## src/rtl/mem_port_arbiter.sv

```systemverilog
// Two-requester arbiter in front of a single-ported, fixed-latency memory.
// Instruction fetch and data ports share the memory; contention alternates grants.
module mem_port_arbiter #(
    parameter int WORD_SIZE   = 16,
    parameter int MEM_LATENCY = 2
) (
    input  logic                 Clk,
    input  logic                 Reset_N,
    input  logic                 i_readM,
    input  logic [WORD_SIZE-1:0] i_address,
    output logic [WORD_SIZE-1:0] i_data,
    output logic                 i_ready,
    input  logic                 d_readM,
    input  logic                 d_writeM,
    input  logic [WORD_SIZE-1:0] d_address,
    input  logic [WORD_SIZE-1:0] d_wdata,
    output logic [WORD_SIZE-1:0] d_rdata,
    output logic                 d_ready,
    output logic                 m_readM,
    output logic                 m_writeM,
    output logic [WORD_SIZE-1:0] m_address,
    output logic [WORD_SIZE-1:0] m_wdata,
    input  logic [WORD_SIZE-1:0] m_rdata
);

    typedef enum logic [1:0] {IDLE, I_BUSY, D_BUSY} state_t;

    localparam logic [3:0] LAT_M1     = 4'(MEM_LATENCY - 1);
    localparam logic       GRANT_I    = 1'b0;
    localparam logic       GRANT_D    = 1'b1;

    state_t                 state, state_next;
    logic [3:0]             cnt;
    logic                   last_grant;
    logic                   op_write;
    logic [WORD_SIZE-1:0]   addr_q;
    logic [WORD_SIZE-1:0]   wdata_q;
    logic                   d_req, grant_i, grant_d, done;
    logic                   busy_i, busy_d;

    // Data side wins a tie only when the instruction side had the previous grant.
    always_comb begin
        state_next = state;
        grant_i    = 1'b0;
        grant_d    = 1'b0;
        d_req      = d_readM | d_writeM;
        done       = (cnt == 4'd0);
        case (state)
            IDLE: begin
                if (d_req && (!i_readM || last_grant == GRANT_I)) begin
                    grant_d    = 1'b1;
                    state_next = D_BUSY;
                end else if (i_readM) begin
                    grant_i    = 1'b1;
                    state_next = I_BUSY;
                end
            end
            I_BUSY, D_BUSY: begin
                if (done) state_next = IDLE;
            end
            default: state_next = IDLE;
        endcase
    end

    always_ff @(posedge Clk or negedge Reset_N) begin
        if (!Reset_N) state <= IDLE;
        else          state <= state_next;
    end

    always_ff @(posedge Clk or negedge Reset_N) begin
        if (!Reset_N) begin
            cnt        <= 4'd0;
            last_grant <= GRANT_I;
            op_write   <= 1'b0;
            addr_q     <= '0;
            wdata_q    <= '0;
        end else if (grant_d) begin
            cnt        <= LAT_M1;
            last_grant <= GRANT_D;
            op_write   <= d_writeM;
            addr_q     <= d_address;
            wdata_q    <= d_wdata;
        end else if (grant_i) begin
            cnt        <= LAT_M1;
            last_grant <= GRANT_I;
            addr_q     <= i_address;
        end else if (state != IDLE && !done) begin
            cnt        <= cnt - 4'd1;
        end
    end

    // Memory controls come straight from registered state so they stay glitch-free for the access.
    always_comb begin
        busy_i    = (state == I_BUSY);
        busy_d    = (state == D_BUSY);
        m_readM   = busy_i | (busy_d & ~op_write);
        m_writeM  = busy_d & op_write;
        m_address = (busy_i | busy_d) ? addr_q : '0;
        m_wdata   = busy_d ? wdata_q : '0;
        i_ready   = busy_i & done;
        d_ready   = busy_d & done;
        i_data    = i_ready ? m_rdata : '0;
        d_rdata   = (d_ready & ~op_write) ? m_rdata : '0;
    end

endmodule
```

## config.mk

```make
export PLATFORM = sky130hd
export DESIGN_NAME = mem_port_arbiter
export DESIGN_NICKNAME = d
export VERILOG_FILES = /design/src/rtl/mem_port_arbiter.sv
export SDC_FILE = /design/constraint.sdc
export NUM_CORES = 1
export LEC_CHECK = 0
export ABC_AREA = 0
export BUFFER_PORTS_ARGS = -buffer_cell sky130_fd_sc_hd__buf_4
export CAP_MARGIN = 30
export CORE_MARGIN = 1.5
export CORE_UTILIZATION = 34
export DETAILED_ROUTE_END_ITERATION = 7
export PLACE_DENSITY_LB_ADDON = 0.25
export SLEW_MARGIN = 20
export SYNTH_ARGS = -nofsm -noshare
export SYNTH_HDL_FRONTEND = slang
export SYNTH_SLANG_ARGS = --single-unit
```

## constraint.sdc

```tcl
create_clock -name Clk -period 2.7 [get_ports Clk]
set_input_delay 0.54 -clock Clk [delete_from_list [all_inputs] [get_ports Clk]]
set_output_delay 0.54 -clock Clk [all_outputs]
set_load 0.02 [all_outputs]
```

After elaboration in Yosys (flattened, before gate mapping). Index checks and enable logic that the tools add are counted.

$add $sub $neg: 1. Reduce and logical (&&, ||, !) cells: 12. Bitwise operators: 10. Mux-type cells: 20. Equal/unequal tests: 4.

Operators by type and width (number): $mux W16 (6); $mux W4 (3); $mux W1 (7); $mux W2 (3); $and A1 B1 Y1 (5); $logic_not A4 Y1 (1); $pmux W2 S2 (1); $reduce_bool A2 Y1 (2); $sub A4 B1 Y4 const B (1); $ne A3 B3 Y1 const B (1); $or A1 B1 Y1 (3); $reduce_bool A3 Y1 (1); $eq A2 B1 Y1 const B (1); $eq A2 B2 Y1 const B (1); $logic_and A1 B1 Y1 (2); $logic_not A1 Y1 (2); $logic_not A2 Y1 (1); $ne A2 B2 Y1 const B (1); $not A1 Y1 (2); $reduce_and A2 Y1 (1); $reduce_or A2 Y1 (1); $logic_or A1 B1 Y1 (1).

Word-level logic and storage cells: 53. Register bits: 40. Output and inout bits: 68. Input bits: 69.

Depth between registers and ports, before layout. Gate-level depths: netlist of the first run.

Word-level depth: 7. Depth in mapped cells: 7. Depth with buffers taken out: 5.

Worst setup path after synthesis of the first run. OpenSTA, ideal clock, no wires.

Kind: reg-to-output. Start: reg cnt[0]. End: out d_rdata[10]. Arrival time: 1.612 ns. Setup slack: 0.548 ns. Required time: 2.160 ns. Buffers on the path: 1. Stages on the path, launching flop included: 7. Cells stage by stage: dfrtp_1 inv_1 ha_1 or3b_4 nor2_4 clkbuf_1 and2_1.

Cells in the longest elaborated chain, start to end: 4.

RTL lines: start, declared (RTL line 33) `logic [3:0] cnt;`; start signal, assigned (RTL line 88) `cnt <= cnt - 4'd1;`; $logic_not A4 Y1 (RTL line 47) `done = (cnt == 4'd0);`; $and A1 B1 Y1 (RTL line 101) `d_ready = busy_d & done;`; $and A1 B1 Y1 (RTL line 103) `d_rdata = (d_ready & ~op_write) ? m_rdata : '0;`; $mux W16 (RTL line 103); end, declared (RTL line 17) `output logic [WORD_SIZE-1:0] d_rdata,`.

Every way passes these cells.

Worst setup path in the final report of the first run. Same ends and word-level chain as after synthesis.

==> results.tsv, run 1 <==
metric	value	unit
warning count from the yosys run	0	
Tmin final	2.47	ns
routed vias/inst	4.83	
post-route core utilization	52.9	%
Syn Inst Count	247	
post-synthesis async set-or-reset flop share	100	%
num rows	30	
CTS Hold Bufs	0	
Synth Flop Type	dfrtp_1	
die height	86.3	um
Crit Path Max Fanout	16	
Final Hold Viols	0	
Max Clk Rate	404	MHz
number of buffers created by CTS	5	
unrepaired setup endpoints after global routing	no	
vias in the first global route	2185	
later-pin clock latency in the skew report	0.29	ns
WP data required	2.16	ns
RePlAce Congestion	0.724	
wire length per cell	13.4	um
Starting Density	34.9	%
n_diodes	0	
Leak Pwr	1.85	nW
flops & latches, synth	40	
Crit Path Class	reg2out	
Final setup viols	0	
Pwr per Cell Area	1100	nW/um^2
# port buffers	136	
post_cts resized	0	
CP Launch Type	flop	
initial detailed-routing violation count	86	
clock buffer depth	2	
DRC	0	
post-synth cell types	32	
Fin Setup TNS	0	ns
max-slew violations	0	
hpwl dp	4490	um
peak supply drop	0.528	mV
overall die area	7450	um^2
Final period util	91.6	%
Avg Inst Size Synth	9.56	um^2
number of synthesized flops with an enable pin	0	
TritonRoute pass-1 iters	4	
synthesized area	2360	um^2
layout cells sized above 1	45.5	%
CTS tree	built	
vias	2211	
Hold/Removal Path Class	in2async	
core area	6760	um^2
Worst setup EP type	output port	
status	complete, no violations	
grt total ovfl	0	
total power	3.93	mW
syn_nets	321	
total track usage	16.6	%
post-route ant nets	0	
# fillers	630	
largest net degree at the start of global routing	41	
final net count	451	
Clock Sinks	40	
Layout area overhead	51.3	%
register area share after synthesis	42.4	%
clk_skew	0.00725	ns
Arr. time, crit path	1.93	ns
I/O Pins	137	
htree depth	2	
drt total wl	6150	um
initial antenna violation count	0	
worst rel slew slack	45.7	%
Post-CTS Setup Bufs	0	
root buf cell	clkbuf_8	
first-pass GRT wire length	9870	um
worst-margin pin slew	0.810	ns
max capacitance violation total	0	
clk slew on worst S/H paths	0.08	ns
reg2reg setup slack	0.78	ns
die width	86.3	um
==> layout by cell type (no fill, tap or decap), types with 4 or more instances in the layout <==
cell type,n
dfrtp_1,40
clkbuf_8,7
and3_1,16
nor2_1,18
mux2_4,8
buf_4,140
a21oi_1,18
and2_1,52
o31ai_1,16
nand2_1,18
mux2_2,9
inv_1,4
ha_1,5
==> cells in the mapped netlist (4+ instances only) <==
master | n | area share [%]
nor2_1 | 18 | 2.9
a21oi_1 | 18 | 3.8
inv_1 | 4 | 0.64
ha_1 | 5 | 2.6
nand2_1 | 18 | 2.9
buf_2 | 6 | 1.3
and2_1 | 52 | 14
and3_1 | 16 | 4.2
dfrtp_1 | 40 | 42
mux2_2 | 9 | 4.3
o31ai_1 | 16 | 5.1
mux2_4 | 8 | 5.1
clkbuf_1 | 9 | 1.4
==> kinds of logic after synthesis <==
kind of cell | Yosys count | synth area share, %
and+or+nand+nor | 120 | 28.5
buffers and inverters | 21 | 4.03
muxes | 18 | 9.80
AOI/OAI and AO/OA | 43 | 12.7
DFF | 40 | 42.4
adders and majority gates | 5 | 2.65
==> area by class of cell <==
class,count,area (um^2),share of cell area (%)
flip-flops and latches,40,1000,28.0
repair buffers,140,1050,29.4
clock buffers,7,96.3,2.70
clock inverters,1,30.0,0.841
inverters,4,15.0,0.420
well taps,80,100,2.80
multi-input cells,186,1280,35.8
==> state kept, by name, indices dropped and copies added (netlist names) <==
signal	cells
addr_q	16
cnt	4
last_grant	1
wdata_q	16
op_write	1
state	2
==> worst paths after layout <==
check                                       start                      end  cells after the start
max                            cnt[0]$_DFFE_PN0P_              d_rdata[10]                      6
max in group asynchronous                 Reset_N       cnt[1]$_DFFE_PN0P_                      1
min                                       Reset_N   wdata_q[8]$_DFFE_PN0P_                      1
min reg2reg                addr_q[10]$_DFFE_PN0P_   addr_q[10]$_DFFE_PN0P_                      2
min in group Clk           addr_q[10]$_DFFE_PN0P_   addr_q[10]$_DFFE_PN0P_                      2
max reg2reg                  state[1]$_DFFE_PN0P_  wdata_q[15]$_DFFE_PN0P_                      4
==> routing by layer <==
layer	track usage, %	routed length (um)	share of wire, %
met1	20.0	2630	43
met2	28.7	3030	49
met3	4.38	440	7.2
met4	5.43	57	0.93
met5	0	0	0
==> worst max-delay path, cell delays in order, from the launching register on <==
cell	delay, ns
dfrtp_1	0.40
inv_1	0.09
ha_1	0.17
or3b_4	0.41
nor2_4	0.26
and2_1	0.18
buf_4	0.14
==> stage by stage <==
stage	area, um^2	worst slack, ns	hold WS (ns)	cells
2_1_floorplan	2360	0.548	0.244	247
3_3_place_gp	3450	0.573	0.452	450
3_5_place_dp	3450	0.509	0.458	450
4_1_cts	3570	0.187	0.237	458
5_1_grt	3570	0.0651	0.254	458
6_report	3570	0.228	0.215	458
==> power by group <==
part	total (mW)	internal (mW)	switching (mW)
clock	0.535	0.326	0.208
combinational	2.35	1.07	1.28
sequential	1.04	0.899	0.146
Note: power is estimated with default switching activity, not from simulation.
==> inputs of run 2 (changes only) <==
--- a/config.mk
+++ b/config.mk
@@ -8,8 +8,10 @@
 export ABC_AREA = 0
 export BUFFER_PORTS_ARGS = -buffer_cell sky130_fd_sc_hd__buf_4
 export CAP_MARGIN = 30
+export CELL_PAD_IN_SITES_DETAIL_PLACEMENT = 0
+export CELL_PAD_IN_SITES_GLOBAL_PLACEMENT = 1
 export CORE_MARGIN = 1.5
-export CORE_UTILIZATION = 34
+export CORE_UTILIZATION = 31
 export DETAILED_ROUTE_END_ITERATION = 7
 export PLACE_DENSITY_LB_ADDON = 0.25
 export SLEW_MARGIN = 20
==> run 2 against run 1 <==
  * Utilization shrank 3.5 points
  * Die area grew 9.3%
  * Global-route usage shrank 1.0 points
  * Clock-buffer cell count is the same
  * Sequential share of layout area shrank 0.24 points
  * Final cell count grew 4.4%
  * Critical path depth is the same
  * Worst setup slack lost 0.032 ns
  * Hold slack is essentially flat
  * Critical endpoint is now d_rdata[0]
  * Non-clock buffer count grew 1
  * Largest cell class unchanged
  * Total power grew 0.67%
  * First-iteration DRC count grew 3.5%
==> results.tsv, run 2 (same netlist as run 1, synthesis figures left out) <==
metric	value	unit
n_diodes	0	
most frequent cells in the layout	141 x buf_4, 52 x and2_1, 40 x dfrtp_1	
Arr. time, crit path	1.96	ns
vias	2185	
first-pass GRT wire length	10300	um
grt total ovfl	0	
WP data required	2.16	ns
initial antenna violation count	0	
num rows	31	
# fillers	730	
overall die area	8150	um^2
Clock power frac	13.6	%
commonest non-fill, non-tap cell in the layout	buf_4	
worst rel slew slack	46.1	%
htree depth	2	
clk slew on worst S/H paths	0.08	ns
Clock Sinks	40	
r2r worst-path depth	4	
initial detailed-routing violation count	89	
Fin Setup TNS	0	ns
status	complete, no violations	
number of buffers created by CTS	5	
die width	90.3	um
post-route core utilization	49.4	%
CTS tree	built	
Largest regs	addr_q x16, wdata_q x16, cnt x4	
Combinational Power Share	60.0	%
hpwl dp	4600	um
Crit Path Class	reg2out	
vias in the first global route	2082	
core area	7290	um^2
Hold/Removal Path Class	in2async	
# port buffers	136	
largest net degree at the start of global routing	41	
later-pin clock latency in the skew report	0.29	ns
FF-to-FF Start	state[0]$_DFFE_PN0P_	
max-slew violations	0	
wire length per cell	13.2	um
total track usage	15.6	%
peak supply drop	0.449	mV
CTS Hold Bufs	0	
Post-CTS Setup Bufs	0	
Seq pwr share	26.4	%
P_int	2.31	mW
max capacitance violation total	0	
Final period util	92.7	%
setup ws final	0.196	ns
post-route ant nets	0	
Tmin final	2.50	ns
final net count	452	
Sw Ratio	41.5	%
Net Sw Power	1.64	mW
worst-margin pin slew	0.803	ns
Worst setup EP type	output port	
layout cells sized above 1	45.6	%
clock buffer depth	2	
DRC	0	
CP Launch Type	flop	
post_cts resized	0	
TritonRoute pass-1 iters	4	
post-placement cell count	470	
Layout area overhead	52.6	%
die height	90.3	um
Final setup viols	0	
I/O Pins	137	
Starting Density	32.4	%
Max Clk Rate	399	MHz
root buf cell	clkbuf_8	
drt total wl	6330	um
final cell count without fillers	478	
Hold Slack	0.215	ns
RePlAce Congestion	0.729	
R2R Path End	wdata_q[12]$_DFFE_PN0P_	
Crit Path Max Fanout	16	
Leak Pwr	1.86	nW
routed vias/inst	4.57	
reg2reg setup slack	0.87	ns
Final Hold Viols	0	
unrepaired setup endpoints after global routing	no	
Setup WS pre-CTS	0.504	ns
Pwr per Cell Area	1100	nW/um^2
clk_skew	0.00847	ns
run 2: how the worst max path moves through the flow:
| stage | start | end | slack (ns) | cells after the start |
|---|---|---|---|---|
| after floorplan | cnt[0]$_DFFE_PN0P_ | d_rdata[10] | 0.55 | 6 |
| after global placement | cnt[0]$_DFFE_PN0P_ | d_rdata[2] | 0.57 | 6 |
| after detailed placement | cnt[0]$_DFFE_PN0P_ | d_rdata[2] | 0.50 | 6 |
| after CTS | cnt[0]$_DFFE_PN0P_ | d_rdata[0] | 0.17 | 6 |
| after global routing | cnt[0]$_DFFE_PN0P_ | d_rdata[15] | 0.07 | 6 |
| final | cnt[0]$_DFFE_PN0P_ | d_rdata[0] | 0.20 | 6 |
run 2: power by group through the flow:
stage                     logic (mW)  clock network, mW  registers [mW]
after global placement          2.40                  0            1.04
after floorplan                 1.61                  0            1.01
after CTS                       2.41              0.556            1.05
after global routing            2.59              0.581            1.08
final                           2.37              0.536            1.05
after detailed placement        2.41                  0            1.05
run 2: layer usage:
| layer | track usage, % | vias up | share of wire (%) |
|---|---|---|---|
| li1 | - | 1100 | - |
| met1 | 20.8 | 994 | 46 |
| met2 | 24.2 | 84 | 46 |
| met3 | 4.21 | 7 | 7.3 |
| met4 | 5.29 | 0 | 1.1 |
| met5 | 0 | - | 0 |
run 2: cell type report:
type                            count  area (um^2)  area share [%]
Inverter                            4         15.0           0.417
Multi-Input combinational cell    186         1280            35.5
Clock buffer                        7         96.3            2.67
Clock inverter                      1         30.0           0.833
Sequential cell                    40         1000            27.8
Timing Repair Buffer              141         1060            29.4
Tap cell                           99          124            3.44
run 2: through the flow:
stage | power, mW | area (um^2)
detailed placement | 3.46 | 3480
CTS | 4.01 | 3600
finish | 3.96 | 3600
global route | 4.25 | 3600
global placement | 3.44 | 3480
floorplan | 2.62 | 2360
run 2: critical path, cell delays in order (launching register included):
cell,delay [ns]
dfrtp_1,0.41
inv_1,0.09
ha_1,0.17
or3b_4,0.42
nor2_4,0.28
and2_1,0.18
buf_4,0.14
==> inputs of run 3 (changes only) <==
==> constraint.sdc (replaced) <==
create_clock -name Clk -period 2.7 [get_ports Clk]
set_input_delay 0.675 -clock Clk [delete_from_list [all_inputs] [get_ports Clk]]
set_output_delay 0.675 -clock Clk [all_outputs]
set_load 0.02 [all_outputs]
==> run 3 against run 2 <==
  * Worst setup slack got worse by 0.055 ns
  * Critical path depth stayed put
  * Cell area increased by 0.10%
  * Critical endpoint is now d_rdata[15]
  * Via count rose by 0.23%
  * Clock skew shrank 0.0071 ns
  * Largest cell class unchanged
  * Sequential power hardly changed
  * Hold slack improved by 0.14 ns
  * Utilization up 0.051 points
  * Maximum frequency is 2.2% lower
==> results.tsv, run 3 (same netlist as run 1, synthesis figures left out) <==
metric	value	unit
max-slew violations	0	
core area	7290	um^2
drt total wl	6470	um
Max Clk Rate	391	MHz
Leak Pwr	1.85	nW
die height	90.3	um
clock buffer depth	2	
DRC	0	
later-pin clock latency in the skew report	0.29	ns
first-pass GRT wire length	10400	um
top sig layer	met4	
htree depth	2	
Fin Setup TNS	0	ns
vias	2190	
Levels on crit path	6	
WP data required	2.03	ns
layout cells sized above 1	45.9	%
CP top delay family	simple AND/OR/NAND/NOR gates	
Hold/Removal Path Class	in2async	
num rows	31	
RePlAce Congestion	0.733	
root buf cell	clkbuf_8	
die width	90.3	um
CP Launch Type	flop	
hpwl dp	4640	um
CP Launch Point	cnt[0]$_DFFE_PN0P_	
R2R Path End	wdata_q[13]$_DFFE_PN0P_	
Final period util	94.8	%
Layout area overhead	52.8	%
CTS Hold Bufs	0	
worst-margin pin slew	0.775	ns
slowest stage delay, CP	0.44	ns
Tmin final	2.56	ns
status	complete, no violations	
most frequent cells in the layout	142 x buf_4, 52 x and2_1, 40 x dfrtp_1	
unrepaired setup endpoints after global routing	no	
overall die area	8150	um^2
max capacitance violation total	0	
Final setup viols	0	
n_diodes	0	
wire length per cell	13.5	um
Clock Sinks	40	
number of buffers created by CTS	5	
Final Hold Viols	0	
r2r worst-path depth	4	
# port buffers	136	
final net count	454	
TritonRoute pass-1 iters	6	
peak supply drop	0.415	mV
routed vias/inst	4.56	
clk_skew	0.00141	ns
met1 WL	2970	um
WP buf/inv	2	
setup ws final	0.141	ns
vias in the first global route	2152	
Crit Path Max Fanout	8	
clk slew on worst S/H paths	0.08	ns
post-route ant nets	0	
Setup WS pre-CTS	0.368	ns
Multi-input gate area	1290	um^2
total track usage	15.5	%
reg2reg setup slack	0.97	ns
metal2 WL	2920	um
initial detailed-routing violation count	126	
metal3 WL	464	um
Pwr per Cell Area	1090	nW/um^2
Worst setup EP type	output port	
CTS tree	built	
CP cell instances	inv_1 > ha_1 > or3b_4 > nor2_4 > and2_1 > buf_4	
register area	1000	um^2
I/O Pins	137	
CP max stage cell	or3b_4	
worst rel slew slack	48.0	%
grt total ovfl	0	
initial antenna violation count	0	
largest net degree at the start of global routing	41	
commonest non-fill, non-tap cell in the layout	buf_4	
Crit Path Class	reg2out	
Starting Density	32.4	%
Arr. time, crit path	1.88	ns
FF-to-FF Start	state[0]$_DFFE_PN0P_	
# fillers	737	
Largest regs	addr_q x16, wdata_q x16, cnt x4	
## run 3: worst max path at each step
stage,endpoint,slack [ns]
6_report,d_rdata[15],0.14
2_1_floorplan,d_rdata[10],0.41
5_1_grt,d_rdata[5],0.01
3_3_place_gp,d_rdata[2],0.44
4_1_cts,d_rdata[15],0.03
3_5_place_dp,d_rdata[15],0.37
## run 3: cell type report
| cell class | count | area share [%] |
|---|---|---|
| Clock inverter | 3 | 1.18 |
| Clock buffer | 5 | 1.91 |
| Multi-Input combinational cell | 187 | 35.8 |
| Sequential cell | 40 | 27.7 |
| Tap cell | 99 | 3.43 |
| Timing Repair Buffer | 142 | 29.6 |
| Inverter | 4 | 0.416 |
## run 3: what timing repair did
action / in CTS / in global routing
buffers inserted: 0 / 0
resized for setup: 0 / 1
setup endpoints to repair: 0 / 16
## run 3: worst register-to-register path, cell delays in order (launching register included)
cell and delay, ns:
dfrtp_1 0.38, inv_1 0.10, ha_1 0.46, nand2_4 0.30, mux2_4 0.38
## run 3: layer usage
metal  vias to the layer above  GRT usage (%)
met5                         -              0
met3                        10           4.29
met2                        94           24.5
met4                         0           5.95
li1                       1104              -
met1                       982           20.2
## run 3: stage by stage
step           instance area [um^2]  instances  power [mW]  utilization (%)  hold slack (ns)
6_report                       3610        480        3.94             49.5            0.353
5_1_grt                        3610        480        4.23             49.5            0.383
4_1_cts                        3600        479        3.98             49.3            0.367
3_5_place_dp                   3480        471        3.48             47.8            0.458
3_3_place_gp                   3480        471        3.44             47.8            0.452
2_1_floorplan                  2360        247        2.62                -            0.379
## run 3: power breakdown
| part | total [mW] | switching [mW] | leakage, nW | internal [mW] |
|---|---|---|---|---|
| clock network | 0.484 | 0.210 | 0.0541 | 0.273 |
| logic | 2.40 | 1.31 | 1.32 | 1.09 |
| registers | 1.05 | 0.151 | 0.483 | 0.899 |
